File: src/rtl/pfg_pkg.sv
`default_nettype none
// +----------------------------------------------------------------------+
// | pfg_pkg : shared types and constants for the pattern frame generator |
// | Rev 1.0                                                              |
// +----------------------------------------------------------------------+
package pfg_pkg;

    typedef enum logic [2:0] {
        IDLE,
        FRONT,
        ACTIVE,
        HBLANK,
        VBLANK
    } pfg_state_t;

    typedef enum logic [1:0] {
        PAT_HRAMP,
        PAT_VRAMP,
        PAT_CHECK,
        PAT_CONST
    } pfg_pattern_t;

    localparam int FRAME_CNT_W = 16;

    // Counter width for a count of n states; never narrower than one bit.
    function automatic int cnt_width(input int n);
        return (n > 1) ? $clog2(n) : 1;
    endfunction

endpackage
`default_nettype wire

File: src/rtl/pfg_pixel_gen.sv
`default_nettype none
// +----------------------------------------------------------------------+
// | pfg_pixel_gen : combinational test-pattern pixel select from (x,y)   |
// | Rev 1.0                                                              |
// +----------------------------------------------------------------------+
module pfg_pixel_gen
    import pfg_pkg::*;
#(
    parameter int DATA_W = 12,
    parameter int X_W    = 10,
    parameter int Y_W    = 9
) (
    input  logic [X_W-1:0]    x,
    input  logic [Y_W-1:0]    y,
    input  logic [1:0]        pattern,
    input  logic [DATA_W-1:0] const_val,
    output logic [DATA_W-1:0] pixel
);

    logic [DATA_W-1:0] w_x_pix;
    logic [DATA_W-1:0] w_y_pix;

    // Ramps wrap at the pixel width, so both coordinates are resized to it.
    assign w_x_pix = DATA_W'(x);
    assign w_y_pix = DATA_W'(y);

    always_comb begin
        pixel = '0;
        case (pfg_pattern_t'(pattern))
            PAT_HRAMP: pixel = w_x_pix;
            PAT_VRAMP: pixel = w_y_pix;
            PAT_CHECK: pixel = (w_x_pix[3] ^ w_y_pix[3]) ? '1 : '0;
            PAT_CONST: pixel = const_val;
        endcase
    end

endmodule
`default_nettype wire

File: src/rtl/pattern_frame_gen.sv
`default_nettype none
// +----------------------------------------------------------------------+
// | pattern_frame_gen : sensor-style test pattern source with LV/FV      |
// | timing. Optional macro PFG_STAMP_EN stamps frame_cnt on pixel (0,0). |
// | Rev 1.0                                                              |
// +----------------------------------------------------------------------+
module pattern_frame_gen
    import pfg_pkg::*;
#(
    parameter int DATA_W   = 12,
    parameter int H_ACTIVE = 640,
    parameter int H_BLANK  = 160,
    parameter int V_ACTIVE = 480,
    parameter int V_BLANK  = 800,
    parameter int FV_LEAD  = 4
) (
    input  logic                   sig_clock,
    input  logic                   sig_reset_n,
    input  logic                   sig_en_i,
    input  logic [1:0]             cfg_pattern,
    input  logic [DATA_W-1:0]      cfg_const,
    output logic [DATA_W-1:0]      odata,
    output logic                   oLValid,
    output logic                   oFValid,
    output logic                   sig_en_o,
    output logic                   frame_done,
    output logic [FRAME_CNT_W-1:0] frame_cnt
);

    localparam int c_x_w   = cnt_width(H_ACTIVE);
    localparam int c_y_w   = cnt_width(V_ACTIVE);
    localparam int c_b_max = (H_BLANK > V_BLANK) ?
                             ((H_BLANK > FV_LEAD) ? H_BLANK : FV_LEAD) :
                             ((V_BLANK > FV_LEAD) ? V_BLANK : FV_LEAD);
    localparam int c_b_w   = cnt_width(c_b_max);

    localparam logic [c_x_w-1:0] c_x_last     = c_x_w'(H_ACTIVE - 1);
    localparam logic [c_y_w-1:0] c_y_last     = c_y_w'(V_ACTIVE - 1);
    localparam logic [c_b_w-1:0] c_front_last = c_b_w'(FV_LEAD - 1);
    localparam logic [c_b_w-1:0] c_hb_last    = c_b_w'(H_BLANK - 1);
    localparam logic [c_b_w-1:0] c_vb_last    = c_b_w'(V_BLANK - 1);

    pfg_state_t r_state;
    pfg_state_t w_next_state;

    logic [c_x_w-1:0]       r_x;
    logic [c_y_w-1:0]       r_y;
    logic [c_b_w-1:0]       r_b;
    logic [1:0]             r_pattern;
    logic [DATA_W-1:0]      r_const;

    logic [DATA_W-1:0]      r_odata;
    logic                   r_lv;
    logic                   r_fv;
    logic                   r_busy;
    logic                   r_done;
    logic [FRAME_CNT_W-1:0] r_frame_cnt;

    logic                   w_x_last;
    logic                   w_y_last;
    logic                   w_front_last;
    logic                   w_hb_last;
    logic                   w_vb_last;
    logic                   w_lv;
    logic                   w_fv;
    logic                   w_busy;
    logic                   w_frame_end;
    logic [DATA_W-1:0]      w_pat_pixel;
    logic [DATA_W-1:0]      w_pixel;
    logic [DATA_W-1:0]      w_odata;

    assign w_x_last     = (r_x == c_x_last);
    assign w_y_last     = (r_y == c_y_last);
    assign w_front_last = (r_b == c_front_last);
    assign w_hb_last    = (r_b == c_hb_last);
    assign w_vb_last    = (r_b == c_vb_last);

    always_ff @(posedge sig_clock or negedge sig_reset_n) begin
        if (!sig_reset_n) begin
            r_state <= IDLE;
        end else begin
            r_state <= w_next_state;
        end
    end

    always_comb begin
        w_next_state = r_state;
        w_lv         = 1'b0;
        w_fv         = 1'b0;
        w_busy       = (r_state != IDLE);
        // First VBLANK cycle: FV drops on the next edge, so the frame is done.
        w_frame_end  = (r_state == VBLANK) && (r_b == '0);
        case (r_state)
            IDLE: begin
                if (sig_en_i) w_next_state = FRONT;
            end
            FRONT: begin
                w_fv = 1'b1;
                if (w_front_last) w_next_state = ACTIVE;
            end
            ACTIVE: begin
                w_fv = 1'b1;
                w_lv = 1'b1;
                if (w_x_last) w_next_state = w_y_last ? VBLANK : HBLANK;
            end
            HBLANK: begin
                w_fv = 1'b1;
                if (w_hb_last) w_next_state = ACTIVE;
            end
            VBLANK: begin
                if (w_vb_last) w_next_state = sig_en_i ? FRONT : IDLE;
            end
            default: w_next_state = IDLE;
        endcase
    end

    always_ff @(posedge sig_clock or negedge sig_reset_n) begin
        if (!sig_reset_n) begin
            r_x       <= '0;
            r_y       <= '0;
            r_b       <= '0;
            r_pattern <= '0;
            r_const   <= '0;
        end else begin
            if (w_next_state != r_state) begin
                r_b <= '0;
            end else if (r_state == FRONT || r_state == HBLANK || r_state == VBLANK) begin
                r_b <= r_b + 1'b1;
            end

            if (r_state == ACTIVE && !w_x_last) begin
                r_x <= r_x + 1'b1;
            end else begin
                r_x <= '0;
            end

            if (r_state == HBLANK && w_hb_last) begin
                r_y <= r_y + 1'b1;
            end else if (r_state != ACTIVE && r_state != HBLANK) begin
                r_y <= '0;
            end

            // Configuration is frozen for the whole frame at FRONT entry.
            if (w_next_state == FRONT && r_state != FRONT) begin
                r_pattern <= cfg_pattern;
                r_const   <= cfg_const;
            end
        end
    end

    pfg_pixel_gen #(
        .DATA_W (DATA_W),
        .X_W    (c_x_w),
        .Y_W    (c_y_w)
    ) u_pixel_gen (
        .x         (r_x),
        .y         (r_y),
        .pattern   (r_pattern),
        .const_val (r_const),
        .pixel     (w_pat_pixel)
    );

`ifdef PFG_STAMP_EN
    logic w_first_pix;
    assign w_first_pix = (r_x == '0) && (r_y == '0);
    assign w_pixel     = w_first_pix ? DATA_W'(r_frame_cnt) : w_pat_pixel;
`else
    assign w_pixel = w_pat_pixel;
`endif

    assign w_odata = w_lv ? w_pixel : '0;

    always_ff @(posedge sig_clock or negedge sig_reset_n) begin
        if (!sig_reset_n) begin
            r_odata     <= '0;
            r_lv        <= 1'b0;
            r_fv        <= 1'b0;
            r_busy      <= 1'b0;
            r_done      <= 1'b0;
            r_frame_cnt <= '0;
        end else begin
            r_odata <= w_odata;
            r_lv    <= w_lv;
            r_fv    <= w_fv;
            r_busy  <= w_busy;
            r_done  <= w_frame_end;
            if (w_frame_end) begin
                r_frame_cnt <= r_frame_cnt + 1'b1;
            end
        end
    end

    assign odata      = r_odata;
    assign oLValid    = r_lv;
    assign oFValid    = r_fv;
    assign sig_en_o   = r_busy;
    assign frame_done = r_done;
    assign frame_cnt  = r_frame_cnt;

endmodule
`default_nettype wire

File: config.mk
export PLATFORM = sky130hd
export DESIGN_NAME = pattern_frame_gen
export DESIGN_NICKNAME = d
export VERILOG_FILES = /design/src/rtl/pfg_pkg.sv /design/src/rtl/pfg_pixel_gen.sv /design/src/rtl/pattern_frame_gen.sv
export SDC_FILE = /design/constraint.sdc
export NUM_CORES = 1
export LEC_CHECK = 0
export ABC_AREA = 1
export BUFFER_PORTS_ARGS = -buffer_cell sky130_fd_sc_hd__buf_2
export CAP_MARGIN = 40
export CORE_MARGIN = 4
export CORE_UTILIZATION = 45
export CTS_CLUSTER_DIAMETER = 80
export DETAILED_ROUTE_END_ITERATION = 8
export PLACE_DENSITY = 0.74
export RECOVER_POWER = 50
export SLEW_MARGIN = 10
export SYNTH_ARGS = -nofsm -noshare
export SYNTH_HDL_FRONTEND = slang
export SYNTH_SLANG_ARGS = --single-unit
export TNS_END_PERCENT = 5
File: constraint.sdc
create_clock -name sig_clock -period 2.3 [get_ports sig_clock]
set_clock_uncertainty 0.05 [all_clocks]
set_input_delay 0.115 -clock sig_clock [delete_from_list [all_inputs] [get_ports sig_clock]]
set_output_delay 0.115 -clock sig_clock [all_outputs]
set_load 0.05 [all_outputs]
==> impl_table.tex, run 1 <==
\begin{tabular}{lr}
\hline
Metric & Value \\
\hline
\multicolumn{2}{l}{\textbf{Power and ir drop}} \\
\quad Areal power density over the cells & 560.1 nW/um\^{}2 \\
\quad Proportion of total power due to net switching & 20.93\% \\
\quad Standby leakage power & 2.153 nW \\
\quad P\_int & 0.002043 W \\
\quad Clock Power Share & 44.5\% \\
\quad Share of total power in sequential cells & 53.0\% \\
\quad Fraction of power consumed by combinational cells & 2.5\% \\
\quad IR Drop Worst-Case VDD & 0.3104 mV \\
\quad Switching power of the nets & 0.0005409 W \\
\quad Power after layout & 0.002584 W \\
\multicolumn{2}{l}{\textbf{Route}} \\
\quad Drt via density & 5.182 \\
\quad Wire length per cell & 13.76 um \\
\quad Routed via count & 3156 \\
\quad Count of routing violations after the opening detailed-route iteration & 123 \\
\quad 1st-pass router iterations & 4 \\
\quad Detailed Route WL & 8382 um \\
\quad Post-route ant nets & 0 \\
\quad Number of design rule violations left after detail routing & 0 \\
\multicolumn{2}{l}{\textbf{Finish}} \\
\quad Layout-stage area growth over the synthesis result & 18.59\% \\
\quad Filler Cells Inserted & 740 \\
\quad Ratio of cells with drive above 1 in the final layout & 17.46\% \\
\quad Area taken by flip-flops and latches & 1952 um\^{}2 \\
\quad Inserted Diodes & 0 \\
\quad Area of combinational cells with multiple inputs & 1712 um\^{}2 \\
\quad Net count of the finished layout & 521 \\
\quad Summed area of non-filler cells in the final layout & 4614 um\^{}2 \\
\multicolumn{2}{l}{\textbf{Synth}} \\
\quad Cell count after synthesis & 429 \\
\quad Syn nets & 451 \\
\quad Fraction of synthesized cell area taken by the top area cell type & 50.16\% \\
\quad Ys Warns & 0 \\
\quad Share of flip-flops with an asynchronous set or reset & 100.0\% \\
\quad Seq cells post-synth & 78 \\
\quad Post-synthesis average cell area & 9.070 um\^{}2 \\
\quad Yosys top cell by area & sky130\_fd\_sc\_hd\_\_dfrtp\_1 \\
\quad Count of distinct cell types in the synthesized netlist & 38 \\
\quad Most used standard cells in the synthesized netlist & 78 x sky130\_fd\_sc\_hd\_\_dfrtp\_1, 68 x sky130\_fd\_sc\_hd\_\_nand2\_1, 49 x sky130\_fd\_sc\_hd\_\_inv\_1, 44 x sky130\_fd\_sc\_hd\_\_nor2\_1, 30 x sky130\_fd\_sc\_hd\_\_a21oi\_1 \\
\quad Predominant post-synthesis flop cell & sky130\_fd\_sc\_hd\_\_dfrtp\_1 \\
\quad Most frequent cell after synthesis & sky130\_fd\_sc\_hd\_\_dfrtp\_1 \\
\quad Register area share after synthesis & 50.16\% \\
\quad Number of enable flip-flop cells after synthesis & 0 \\
\quad Synthesized area & 3891 um\^{}2 \\
\quad Top area cells in the synthesized netlist & sky130\_fd\_sc\_hd\_\_dfrtp\_1 50\%, sky130\_fd\_sc\_hd\_\_nand2\_1 6.6\%, sky130\_fd\_sc\_hd\_\_inv\_1 4.7\% \\
\multicolumn{2}{l}{\textbf{Setup path}} \\
\quad Ordered list of cells on the worst path & ha\_1 > nand2\_2 > nor2\_4 > nand4\_1 > nand2b\_1 > nand2\_2 > inv\_1 > a21oi\_1 > nor2\_1 \\
\quad Crit-path slowest cell & sky130\_fd\_sc\_hd\_\_dfrtp\_1 \\
\quad Type of origin of the critical path & register \\
\quad Combined buffer and inverter count along the critical path & 1 \\
\quad Crit path capture type & register \\
\quad Most used cell along the critical path & sky130\_fd\_sc\_hd\_\_nand2\_2 \\
\quad Cell family contributing the most delay on the critical path & simple AND/OR/NAND/NOR gates \\
\quad Type of the worst setup path & reg -> reg \\
\quad Worst-path fanout max & 10 \\
\quad Arr. time, crit path & 2110 ps \\
\quad Data required time at the worst endpoint & 2490 ps \\
\quad Largest stage delay on the critical path & 380 ps \\
\multicolumn{2}{l}{\textbf{Clock network}} \\
\quad Clock-pin transition on the worst setup and hold timing paths & 80 ps \\
\quad Clock latency of the later-clocked register in the worst-skew pair & 350 ps \\
\quad Count of H-tree levels built during CTS & 3 \\
\quad Setup Fix Bufs, Post-CTS & 0 \\
\quad TritonCTS clock tree & yes \\
\quad Clock sink count & 78 \\
\quad Clock tree root buffer cell & sky130\_fd\_sc\_hd\_\_clkbuf\_8 \\
\quad Number of CTS-inserted buffers & 9 \\
\quad Number of gates resized after CTS & 0 \\
\quad Clock Tree Buf Depth & 2 \\
\quad \# hold bufs at CTS & 15 \\
\multicolumn{2}{l}{\textbf{Placed design}} \\
\quad Placed wire-length estimate after detailed placement & 6081 um \\
\quad Pre-CTS setup slack & 391.4 ps \\
\quad Area after detailed placement & 4263 um\^{}2 \\
\quad \# port buffers & 48 \\
\quad Final GP Congestion & 0.8448 \\
\multicolumn{2}{l}{\textbf{STA}} \\
\quad Number of pins with negative max-slew slack in the final report & 0 \\
\quad Number of endpoints failing setup at the final stage & 0 \\
\quad Worst-case setup margin in the final layout & 382.5 ps \\
\quad Post-route fraction of the period consumed by the critical path & 83.37\% \\
\quad Fmax & 521.5 MHz \\
\quad Final total negative setup slack & 0 ps \\
\quad Number of failing hold endpoints at the final stage & 0 \\
\quad Unrepaired setup endpoints after global routing & no \\
\quad Actual slew at the worst max-slew pin & 1034 ps \\
\quad Slew HR & 31.04\% \\
\quad Final worst path period need & 1917 ps \\
\multicolumn{2}{l}{\textbf{Global route}} \\
\quad All-layer global routing usage & 17.21\% \\
\quad Via count of the first global-routing pass & 3070 \\
\quad Largest net degree at the start of global routing & 41 \\
\quad Remaining Overflow, GRT & 0 \\
\quad Initial antenna violation count & 0 \\
\quad Wire length of the first global-routing pass & 14030 um \\
\multicolumn{2}{l}{\textbf{Floorplan}} \\
\quad Starting density of the core & 46.89\% \\
\quad Floorplan Core Area & 8299 um\^{}2 \\
\quad Number of rows in the core area & 33 \\
\quad I/O pin cnt & 49 \\
\quad Horizontal die dimension & 101.0 um \\
\quad Die boundary height & 101.0 um \\
\quad Total Die Area & 10200 um\^{}2 \\
\multicolumn{2}{l}{\textbf{Job}} \\
\quad Max Cap Violations & 0 \\
\multicolumn{2}{l}{\textbf{Run status}} \\
\quad Outcome & finished clean \\
\multicolumn{2}{l}{\textbf{Hold path}} \\
\quad Worst hold path class & in -> reg \\
\hline
\end{tabular}
==> registers in the layout, summed over array words and instances, names as in the netlist, 2 cells and up <==
name	cells
frame_cnt	16
odata	12
r_const	12
r_b	10
r_x	10
r_y	9
r_state	3
r_pattern	2
==> final cells by class <==
class,instances,area share [%]
inverter,50,4.067
clock inverter,5,1.790
sequential,78,42.30
tap,105,2.847
clock buffer,11,3.064
timing repair buffer,66,8.839
multi-input combinational,294,37.09
==> cell families after synthesis <==
logic type               synth area share (%)
flip-flops                              50.16
AO/OA/AOI/OAI                           9.518
adder cells (fa/ha/maj)                 1.608
buffers and inverters                   5.788
XOR/XNOR                                4.952
AND/OR/NAND/NOR                         23.54
multiplexers                            4.437
==> layer usage <==
| layer | global-route usage (%) | part of all wire [%] |
|---|---|---|
| met5 | 0 | 0 |
| met2 | 27.90 | 47 |
| met4 | 5.726 | 1.6 |
| met1 | 23.00 | 47 |
| met3 | 3.668 | 4.4 |
==> power groups by stage <==
stage	Clock, W	Sequential [W]	Combinational, W
floorplan	0	0.00140	0.000000750
global placement	0	0.00140	0.0000418
detailed placement	0	0.00140	0.0000466
CTS	0.00117	0.00137	0.0000662
global route	0.00124	0.00137	0.0000731
finish	0.00115	0.00137	0.0000639
==> path summary, 6_finish.rpt <==
check	cells past startpoint	slack, ps	endpoint	from
worst max-delay path	9	380	r_y[7]	r_b[1]
worst min-delay path	5	340	r_pattern[1]	sig_en_i
worst max register to register	9	380	r_y[7]	r_b[1]
worst min register to register	1	440	frame_cnt[13]	frame_cnt[13]
max in group asynchronous	3	1050	sig_en_o	sig_reset_n
min in group asynchronous	2	410	frame_done	sig_reset_n
==> metrics by stage <==
stage / utilization, % / cells / hold slack [ps]
after floorplan: - / 429 / -230.6
after global placement: 51.12 / 577 / 273.5
after detailed placement: 51.36 / 578 / 72.12
after CTS: 55.87 / 609 / 224.9
after global routing: 55.60 / 609 / 400.4
final: 55.60 / 609 / 335.2
==> placed cells by master (no fill, tap or decap), types with 15 or more instances in the layout <==
cell type	n
sky130_fd_sc_hd__nor3_1	19
sky130_fd_sc_hd__o21ai_0	16
sky130_fd_sc_hd__buf_2	33
sky130_fd_sc_hd__clkbuf_1	15
sky130_fd_sc_hd__dlygate4sd3_1	15
sky130_fd_sc_hd__dfrtp_1	78
sky130_fd_sc_hd__nand2_1	68
sky130_fd_sc_hd__nor2_1	45
sky130_fd_sc_hd__a21oi_1	30
sky130_fd_sc_hd__nand3_1	25
sky130_fd_sc_hd__inv_1	50
==> worst min-delay path: cells and delay by family <==
family,cells,cell delay [ps]
simple gates,2,320
compound gates,1,110
buf+inv,2,150
Power figures use the tool's default switching activity.
==> run 2: changes to the inputs <==
--- a/config.mk
+++ b/config.mk
@@ -12,7 +12,7 @@
 export CORE_UTILIZATION = 45
 export CTS_CLUSTER_DIAMETER = 80
 export DETAILED_ROUTE_END_ITERATION = 8
-export PLACE_DENSITY = 0.74
+export PLACE_DENSITY = 0.76
 export RECOVER_POWER = 50
 export SLEW_MARGIN = 10
 export SYNTH_ARGS = -nofsm -noshare
==> constraint.sdc (replaced) <==
create_clock -name sig_clock -period 1.6 [get_ports sig_clock]
set_clock_uncertainty 0.05 [all_clocks]
set_input_delay 0.08 -clock sig_clock [delete_from_list [all_inputs] [get_ports sig_clock]]
set_output_delay 0.08 -clock sig_clock [all_outputs]
set_load 0.05 [all_outputs]
==> impl_table.tex, run 2 (synthesis results as in run 1) <==
\begin{tabular}{lr}
\hline
Metric & Value \\
\hline
\multicolumn{2}{l}{\textbf{Route}} \\
\quad Routed via count & 3687 (+17\%) \\
\quad Post-route ant nets & 0 (unchanged) \\
\quad 1st-pass router iterations & 5 (+1) \\
\quad Wire length per cell & 16.22 um (+18\%) \\
\quad Number of design rule violations left after detail routing & 0 (unchanged) \\
\quad Count of routing violations after the opening detailed-route iteration & 297 (+140\%) \\
\quad Detailed Route WL & 10890 um (+30\%) \\
\quad Drt via density & 5.495 (+6.0\%) \\
\multicolumn{2}{l}{\textbf{Placed design}} \\
\quad Pre-CTS setup slack & -177.4 ps (-568.8 ps) \\
\quad Final GP Congestion & 0.8852 (+4.8\%) \\
\quad \# port buffers & 48 (unchanged) \\
\quad Post-Place Cells & 624 (+8.0\%) \\
\quad Placed wire-length estimate after detailed placement & 6567 um (+8.0\%) \\
\multicolumn{2}{l}{\textbf{Setup path}} \\
\quad Type of the worst setup path & reg -> reg \\
\quad Arr. time, crit path & 1970 ps (-140 ps) \\
\quad Crit path capture type & register \\
\quad Worst-path fanout max & 6 (-4) \\
\quad Data required time at the worst endpoint & 1790 ps (-700 ps) \\
\quad Type of origin of the critical path & register \\
\multicolumn{2}{l}{\textbf{STA}} \\
\quad Number of failing hold endpoints at the final stage & 0 (unchanged) \\
\quad Fmax & 560.6 MHz (+7.5\%) \\
\quad Post-route fraction of the period consumed by the critical path & 111.5\% (+28 points) \\
\quad Number of pins with negative max-slew slack in the final report & 0 (unchanged) \\
\quad Number of endpoints failing setup at the final stage & 43 (+43) \\
\quad Actual slew at the worst max-slew pin & 764.5 ps (-270.0 ps) \\
\quad Final worst path period need & 1784 ps (-133.7 ps) \\
\quad Unrepaired setup endpoints after global routing & yes \\
\quad Worst-case setup margin in the final layout & -183.8 ps (-566.3 ps) \\
\quad Slew HR & 49.04\% (+18 points) \\
\multicolumn{2}{l}{\textbf{Clock network}} \\
\quad Count of H-tree levels built during CTS & 3 (unchanged) \\
\quad Clock sink count & 78 (unchanged) \\
\quad Clock-pin transition on the worst setup and hold timing paths & 80 ps (about the same) \\
\quad Clock Tree Buf Depth & 2 (unchanged) \\
\quad Clock latency of the later-clocked register in the worst-skew pair & 350 ps (about the same) \\
\quad Clock tree root buffer cell & sky130\_fd\_sc\_hd\_\_clkbuf\_8 \\
\quad TritonCTS clock tree & yes \\
\quad Number of CTS-inserted buffers & 9 (unchanged) \\
\multicolumn{2}{l}{\textbf{Finish}} \\
\quad Ratio of cells with drive above 1 in the final layout & 37.81\% (+20 points) \\
\quad Most common library cell in the layout ignoring fill and taps & sky130\_fd\_sc\_hd\_\_dfrtp\_1 \\
\quad Layout Cells excl Fill & 671 (+10\%) \\
\quad Layout-stage area growth over the synthesis result & 39.20\% \\
\quad Highest-count cells in the layout ignoring fill and taps & 74 x sky130\_fd\_sc\_hd\_\_dfrtp\_1, 64 x sky130\_fd\_sc\_hd\_\_nand2\_1, 57 x sky130\_fd\_sc\_hd\_\_buf\_4 \\
\quad Max reg flops & 16 (unchanged) \\
\quad Net count of the finished layout & 584 (+12\%) \\
\quad Inserted Diodes & 0 (unchanged) \\
\multicolumn{2}{l}{\textbf{Global route}} \\
\quad Largest net degree at the start of global routing & 43 (+4.9\%) \\
\quad Remaining Overflow, GRT & 0 (unchanged) \\
\quad Via count of the first global-routing pass & 3565 (+16\%) \\
\quad All-layer global routing usage & 20.67\% (+3.5 points) \\
\quad Initial antenna violation count & 0 (unchanged) \\
\quad Wire length of the first global-routing pass & 16660 um (+19\%) \\
\multicolumn{2}{l}{\textbf{Floorplan}} \\
\quad I/O pin cnt & 49 (unchanged) \\
\quad Starting density of the core & 46.89\% (unchanged) \\
\quad Number of rows in the core area & 33 (unchanged) \\
\quad Horizontal die dimension & 101.0 um (unchanged) \\
\quad Die boundary height & 101.0 um (unchanged) \\
\quad Total Die Area & 10200 um\^{}2 (unchanged) \\
\quad Floorplan Core Area & 8299 um\^{}2 (unchanged) \\
\multicolumn{2}{l}{\textbf{Run status}} \\
\quad Outcome & finished with violations \\
\quad Violations in the final reports & setup timing \\
\multicolumn{2}{l}{\textbf{Power and ir drop}} \\
\quad Power after layout & 0.003400 W (+32\%) \\
\quad Areal power density over the cells & 627.7 nW/um\^{}2 (+12\%) \\
\quad Standby leakage power & 2.536 nW (+18\%) \\
\quad IR Drop Worst-Case VDD & 0.3017 mV (-2.8\%) \\
\multicolumn{2}{l}{\textbf{Hold path}} \\
\quad Worst hold path class & in -> reg \\
\multicolumn{2}{l}{\textbf{Job}} \\
\quad Max Cap Violations & 0 (unchanged) \\
\hline
\end{tabular}
## run 2: changes by cell type in the layout (fill, tap and decap cells not counted), sizes merged
cell / before / now
buf: 36 / 110
clkbuf: 26 / 13
bufinv: 2 / 0
clkinvlp: 0 / 1
inv: 50 / 51
nand2: 77 / 78
## run 2: worst paths after layout
path                       slack, ps  cells past startpoint           from             to
max in group asynchronous         90                      3    sig_reset_n     r_state[0]
min in group asynchronous        250                      2    sig_reset_n     frame_done
max reg2reg                     -180                      8         r_b[1]    r_const[11]
min reg2reg                      450                      1  frame_cnt[13]  frame_cnt[13]
max                             -180                      8         r_b[1]    r_const[11]
min                              170                      5       sig_en_i     r_state[0]
## run 2: final cells by class
type	instances	area, um^2
Fill cell	596	2883
Timing Repair Buffer	128	917.1
Clock buffer	10	137.6
Sequential cell	78	1957
Tap cell	105	131.4
Clock inverter	5	35.03
Multi-Input combinational cell	295	2048
Inverter	50	190.2
## run 2: critical path: stages, from the launching register on
cell	delay, ps
sky130_fd_sc_hd__dfrtp_1	390
sky130_fd_sc_hd__ha_2	210
sky130_fd_sc_hd__nand2_2	80
sky130_fd_sc_hd__nor2_4	140
sky130_fd_sc_hd__nand4_4	140
sky130_fd_sc_hd__nand2_4	140
sky130_fd_sc_hd__nand2_8	90
sky130_fd_sc_hd__buf_12	160
sky130_fd_sc_hd__mux2_4	290
## run 2: metrics by stage
stage	utilization (%)	hold slack, ps	setup TNS, ps	instance area (um^2)
floorplan	-	-265.6	-458.1	3894
global placement	55.56	-104.9	-1299	4611
detailed placement	55.56	-101.7	-3778	4611
CTS	63.71	54.33	-1823	5288
global route	65.26	181.5	-12540	5416
finish	65.26	169.1	-4500	5416
## run 2: layer usage
metal / up-vias / wire length, um / track usage, %
met5: - / 0 / 0
met4: 0 / 423 / 10.22
met3: 45 / 547 / 2.976
met2: 151 / 5531 / 34.99
met1: 1800 / 4383 / 25.81
li1: 1691 / - / -
## run 2: what timing repair did
item / CTS / global route
pin swaps: 20 / 19
gates cloned: 1 / 0
endpoints found under the hold margin: 92 / 0
buffers inserted: 13 / 4
gates resized for setup: 49 / 32
endpoints found under the setup margin: 39 / 69
hold buffers: 15 / 0
## run 2: power breakdown
group / internal, W / switching (W)
logic: 0.0000406 / 0.0000507
clock network: 0.000600 / 0.000740
registers: 0.00197 / 0
==> run 3: changes to the inputs <==
--- a/config.mk
+++ b/config.mk
@@ -17,5 +17,6 @@
 export SLEW_MARGIN = 10
 export SYNTH_ARGS = -nofsm -noshare
 export SYNTH_HDL_FRONTEND = slang
+export SYNTH_HIERARCHICAL = 1
 export SYNTH_SLANG_ARGS = --single-unit
 export TNS_END_PERCENT = 5
==> constraint.sdc (replaced) <==
create_clock -name sig_clock -period 1.5 [get_ports sig_clock]
set_clock_uncertainty 0.05 [all_clocks]
set_input_delay 0.075 -clock sig_clock [delete_from_list [all_inputs] [get_ports sig_clock]]
set_output_delay 0.075 -clock sig_clock [all_outputs]
set_load 0.05 [all_outputs]
==> impl_table.tex, run 3 <==
\begin{tabular}{lr}
\hline
Metric & Value \\
\hline
\multicolumn{2}{l}{\textbf{Clock network}} \\
\quad Clock tree root buffer cell & sky130\_fd\_sc\_hd\_\_clkbuf\_8 \\
\quad Clock sink count & 78 (unchanged) \\
\quad Number of CTS-inserted buffers & 9 (unchanged) \\
\quad Clock Tree Buf Depth & 2 (unchanged) \\
\quad Clock latency of the later-clocked register in the worst-skew pair & 360 ps (about the same) \\
\quad TritonCTS clock tree & yes \\
\quad Clock-pin transition on the worst setup and hold timing paths & 80 ps (about the same) \\
\quad Count of H-tree levels built during CTS & 3 (unchanged) \\
\multicolumn{2}{l}{\textbf{Finish}} \\
\quad Summed area of non-filler cells in the final layout & 5688 um\^{}2 (+5.0\%) \\
\quad Max reg flops & 16 (unchanged) \\
\quad Inserted Diodes & 0 (unchanged) \\
\quad Layout Utilization & 64.59\% (-0.67 points) \\
\quad Highest-count cells in the layout ignoring fill and taps & 84 x sky130\_fd\_sc\_hd\_\_nand2\_1, 75 x sky130\_fd\_sc\_hd\_\_dfrtp\_1, 72 x sky130\_fd\_sc\_hd\_\_buf\_4 \\
\quad Net count of the finished layout & 651 (+11\%) \\
\quad Ratio of cells with drive above 1 in the final layout & 37.22\% (-0.59 points) \\
\quad Layout-stage area growth over the synthesis result & 37.72\% \\
\quad Most common library cell in the layout ignoring fill and taps & sky130\_fd\_sc\_hd\_\_nand2\_1 \\
\multicolumn{2}{l}{\textbf{STA}} \\
\quad Number of failing hold endpoints at the final stage & 0 (unchanged) \\
\quad Final total negative setup slack & -6290 ps (-1790 ps) \\
\quad Worst-case setup margin in the final layout & -202.5 ps (-18.75 ps) \\
\quad Number of pins with negative max-slew slack in the final report & 0 (unchanged) \\
\quad Number of endpoints failing setup at the final stage & 45 (+4.7\%) \\
\quad Slew HR & 63.39\% (+14 points) \\
\quad Post-route fraction of the period consumed by the critical path & 113.5\% (+2.0 points) \\
\quad Actual slew at the worst max-slew pin & 549.1 ps (-215.4 ps) \\
\quad Final worst path period need & 1703 ps (-81.25 ps) \\
\quad Final worst hold slack & 146.6 ps (-22.50 ps) \\
\quad Unrepaired setup endpoints after global routing & yes \\
\quad Fmax & 587.4 MHz (+4.8\%) \\
\multicolumn{2}{l}{\textbf{Global route}} \\
\quad All-layer global routing usage & 19.27\% (-1.4 points) \\
\quad Wire length of the first global-routing pass & 17100 um (+2.6\%) \\
\quad Via count of the first global-routing pass & 3645 (+2.2\%) \\
\quad Remaining Overflow, GRT & 0 (unchanged) \\
\quad Initial antenna violation count & 0 (unchanged) \\
\quad Largest net degree at the start of global routing & 44 (+2.3\%) \\
\multicolumn{2}{l}{\textbf{Floorplan}} \\
\quad Number of rows in the core area & 34 (+3.0\%) \\
\quad Floorplan Core Area & 8806 um\^{}2 (+6.1\%) \\
\quad Die boundary height & 103.8 um (+2.8\%) \\
\quad Starting density of the core & 46.90\% (about the same) \\
\quad I/O pin cnt & 49 (unchanged) \\
\quad Horizontal die dimension & 103.8 um (+2.8\%) \\
\quad Total Die Area & 10780 um\^{}2 (+5.7\%) \\
\multicolumn{2}{l}{\textbf{Route}} \\
\quad Routed via count & 3684 (-0.081\%) \\
\quad 1st-pass router iterations & 5 (unchanged) \\
\quad Detailed Route WL & 10000 um (-8.1\%) \\
\quad Count of routing violations after the opening detailed-route iteration & 204 (-31\%) \\
\quad Post-route ant nets & 0 (unchanged) \\
\quad Number of design rule violations left after detail routing & 0 (unchanged) \\
\quad Drt via density & 4.965 (-9.6\%) \\
\quad Wire length per cell & 13.48 um (-17\%) \\
\multicolumn{2}{l}{\textbf{Synth}} \\
\quad Syn nets & 502 (+11\%) \\
\quad Top area cells in the synthesized netlist & sky130\_fd\_sc\_hd\_\_dfrtp\_1 47\%, sky130\_fd\_sc\_hd\_\_nand2\_1 8.1\%, sky130\_fd\_sc\_hd\_\_inv\_1 6.2\% \\
\quad Ys Warns & 6 (+6) \\
\quad Fraction of synthesized cell area taken by the top area cell type & 47.26\% (-2.9 points) \\
\quad Synthesized area & 4130 um\^{}2 (+6.1\%) \\
\quad Share of flip-flops with an asynchronous set or reset & 100.0\% (unchanged) \\
\quad Register area share after synthesis & 47.26\% (-2.9 points) \\
\quad Cell count after synthesis & 480 (+12\%) \\
\quad Most frequent cell after synthesis & sky130\_fd\_sc\_hd\_\_nand2\_1 \\
\quad Predominant post-synthesis flop cell & sky130\_fd\_sc\_hd\_\_dfrtp\_1 \\
\quad Count of distinct cell types in the synthesized netlist & 37 (-2.6\%) \\
\quad Yosys top cell by area & sky130\_fd\_sc\_hd\_\_dfrtp\_1 \\
\quad Seq cells post-synth & 78 (unchanged) \\
\quad Number of enable flip-flop cells after synthesis & 0 (unchanged) \\
\quad Post-synthesis average cell area & 8.605 um\^{}2 (-5.1\%) \\
\quad Most used standard cells in the synthesized netlist & 89 x sky130\_fd\_sc\_hd\_\_nand2\_1, 78 x sky130\_fd\_sc\_hd\_\_dfrtp\_1, 68 x sky130\_fd\_sc\_hd\_\_inv\_1, 56 x sky130\_fd\_sc\_hd\_\_nor2\_1, 49 x sky130\_fd\_sc\_hd\_\_nand3\_1 \\
\multicolumn{2}{l}{\textbf{Job}} \\
\quad Max Cap Violations & 0 (unchanged) \\
\multicolumn{2}{l}{\textbf{Setup path}} \\
\quad Type of origin of the critical path & register \\
\quad Data required time at the worst endpoint & 1690 ps (-100 ps) \\
\quad Reg-to-reg startpoint & r\_b[1] \\
\quad Crit path capture type & register \\
\quad Worst-path fanout max & 7 (+1) \\
\quad Timing startpoint of the critical path & r\_b[1] \\
\quad Arr. time, crit path & 1900 ps (-70 ps) \\
\quad Type of the worst setup path & reg -> reg \\
\multicolumn{2}{l}{\textbf{Placed design}} \\
\quad Placed wire-length estimate after detailed placement & 7236 um (+10\%) \\
\quad \# port buffers & 48 (unchanged) \\
\quad Final GP Congestion & 0.8793 (-0.67\%) \\
\quad Area after detailed placement & 5029 um\^{}2 (+9.1\%) \\
\multicolumn{2}{l}{\textbf{Power and ir drop}} \\
\quad Areal power density over the cells & 644.4 nW/um\^{}2 (+2.7\%) \\
\quad IR Drop Worst-Case VDD & 0.4191 mV (+39\%) \\
\quad Standby leakage power & 2.882 nW (+14\%) \\
\quad Power after layout & 0.003665 W (+7.8\%) \\
\multicolumn{2}{l}{\textbf{Run status}} \\
\quad Violations in the final reports & setup timing \\
\quad Outcome & finished with violations \\
\multicolumn{2}{l}{\textbf{Hold path}} \\
\quad Worst min-delay path startpoint & sig\_en\_i \\
\quad Worst hold path class & in -> reg \\
\hline
\end{tabular}
-- run 3: cell count changes in the layout (fill, tap and decap cells not counted), sizes merged, moves of 6 or more --
cell / change
inv: +24
a21oi: -22
nand2: +19
nand3: +27
nor2: +18
o21ai: -6
buf: +16
-- run 3: layout make-up --
class | instances | area [um^2]
fillers | 683 | 3118
repair buffers | 143 | 1050
multi-input cells | 325 | 2095
clock buffers | 9 | 123.9
clock inverters | 7 | 56.30
inverters | 72 | 272.8
flip-flops and latches | 78 | 1956
well taps | 108 | 135.1
-- run 3: logic make-up (layout without fill, tap and decap cells) --
family | count (synthesis) | count (layout) | share of synthesized area, %
buffers and inverters | 78 | 231 | 7.816
multiplexers | 14 | 14 | 4.635
AO/OA/AOI/OAI | 26 | 26 | 3.817
flip-flops | 78 | 78 | 47.26
XOR/XNOR | 24 | 24 | 5.090
adder cells (fa/ha/maj) | 5 | 5 | 1.515
AND/OR/NAND/NOR | 255 | 256 | 29.87
-- run 3: power breakdown --
part | switching, W | leakage (nW) | total (W) | internal, W
clock | 0.000851 | 0.0789 | 0.00147 | 0.000617
sequential | 0 | 1.03 | 0.00210 | 0.00210
combinational | 0.0000532 | 1.77 | 0.0000964 | 0.0000432
total | 0.000905 | 2.88 | 0.00367 | 0.00276
-- run 3: metrics by stage --
| step | worst slack [ps] | std cells |
|---|---|---|
| finish | -202.5 | 742 |
| global route | -266.7 | 742 |
| CTS | -224.4 | 741 |
| detailed placement | -299.8 | 702 |
| global placement | -220.5 | 702 |
| floorplan | -199.7 | 480 |
-- run 3: worst max-delay path: stages, from the launching register on --
cell and delay [ps]:
sky130_fd_sc_hd__dfrtp_1 410, sky130_fd_sc_hd__ha_4 180, sky130_fd_sc_hd__nand2_4 50, sky130_fd_sc_hd__nor2_4 140, sky130_fd_sc_hd__nand3_2 120, sky130_fd_sc_hd__nand2_4 110
sky130_fd_sc_hd__nand2_8 70, sky130_fd_sc_hd__buf_12 160, sky130_fd_sc_hd__mux2_4 290
-- run 3: final timing paths --
| path | end | depth (start not counted) | slack, ps |
|---|---|---|---|
| worst max register to register | r_pattern[0] | 8 | -200 |
| max in group asynchronous | r_state[0] | 3 | 250 |
| worst max-delay path | r_pattern[0] | 8 | -200 |
| worst min register to register | frame_cnt[8] | 1 | 460 |
| worst min-delay path | r_state[0] | 5 | 150 |
| min in group asynchronous | frame_cnt[1] | 2 | 180 |
-- run 3: what timing repair did --
| item | 4_1_cts | 5_1_grt |
|---|---|---|
| setup buffers | 7 | 1 |
| pin swaps | 21 | 6 |
| gates resized for setup | 30 | 30 |
| cloned | 1 | 0 |
| hold buffers | 15 | 0 |
| hold endpoints to repair | 92 | 0 |
| setup endpoints to repair | 48 | 73 |
-- run 3: per-layer routing --
metal,global-route usage (%),routed length (um),up-vias
met5,0,0,-
met4,6.553,206,0
met3,3.669,422,17
met2,31.75,4923,76
met1,25.52,4450,1756
li1,-,-,1835
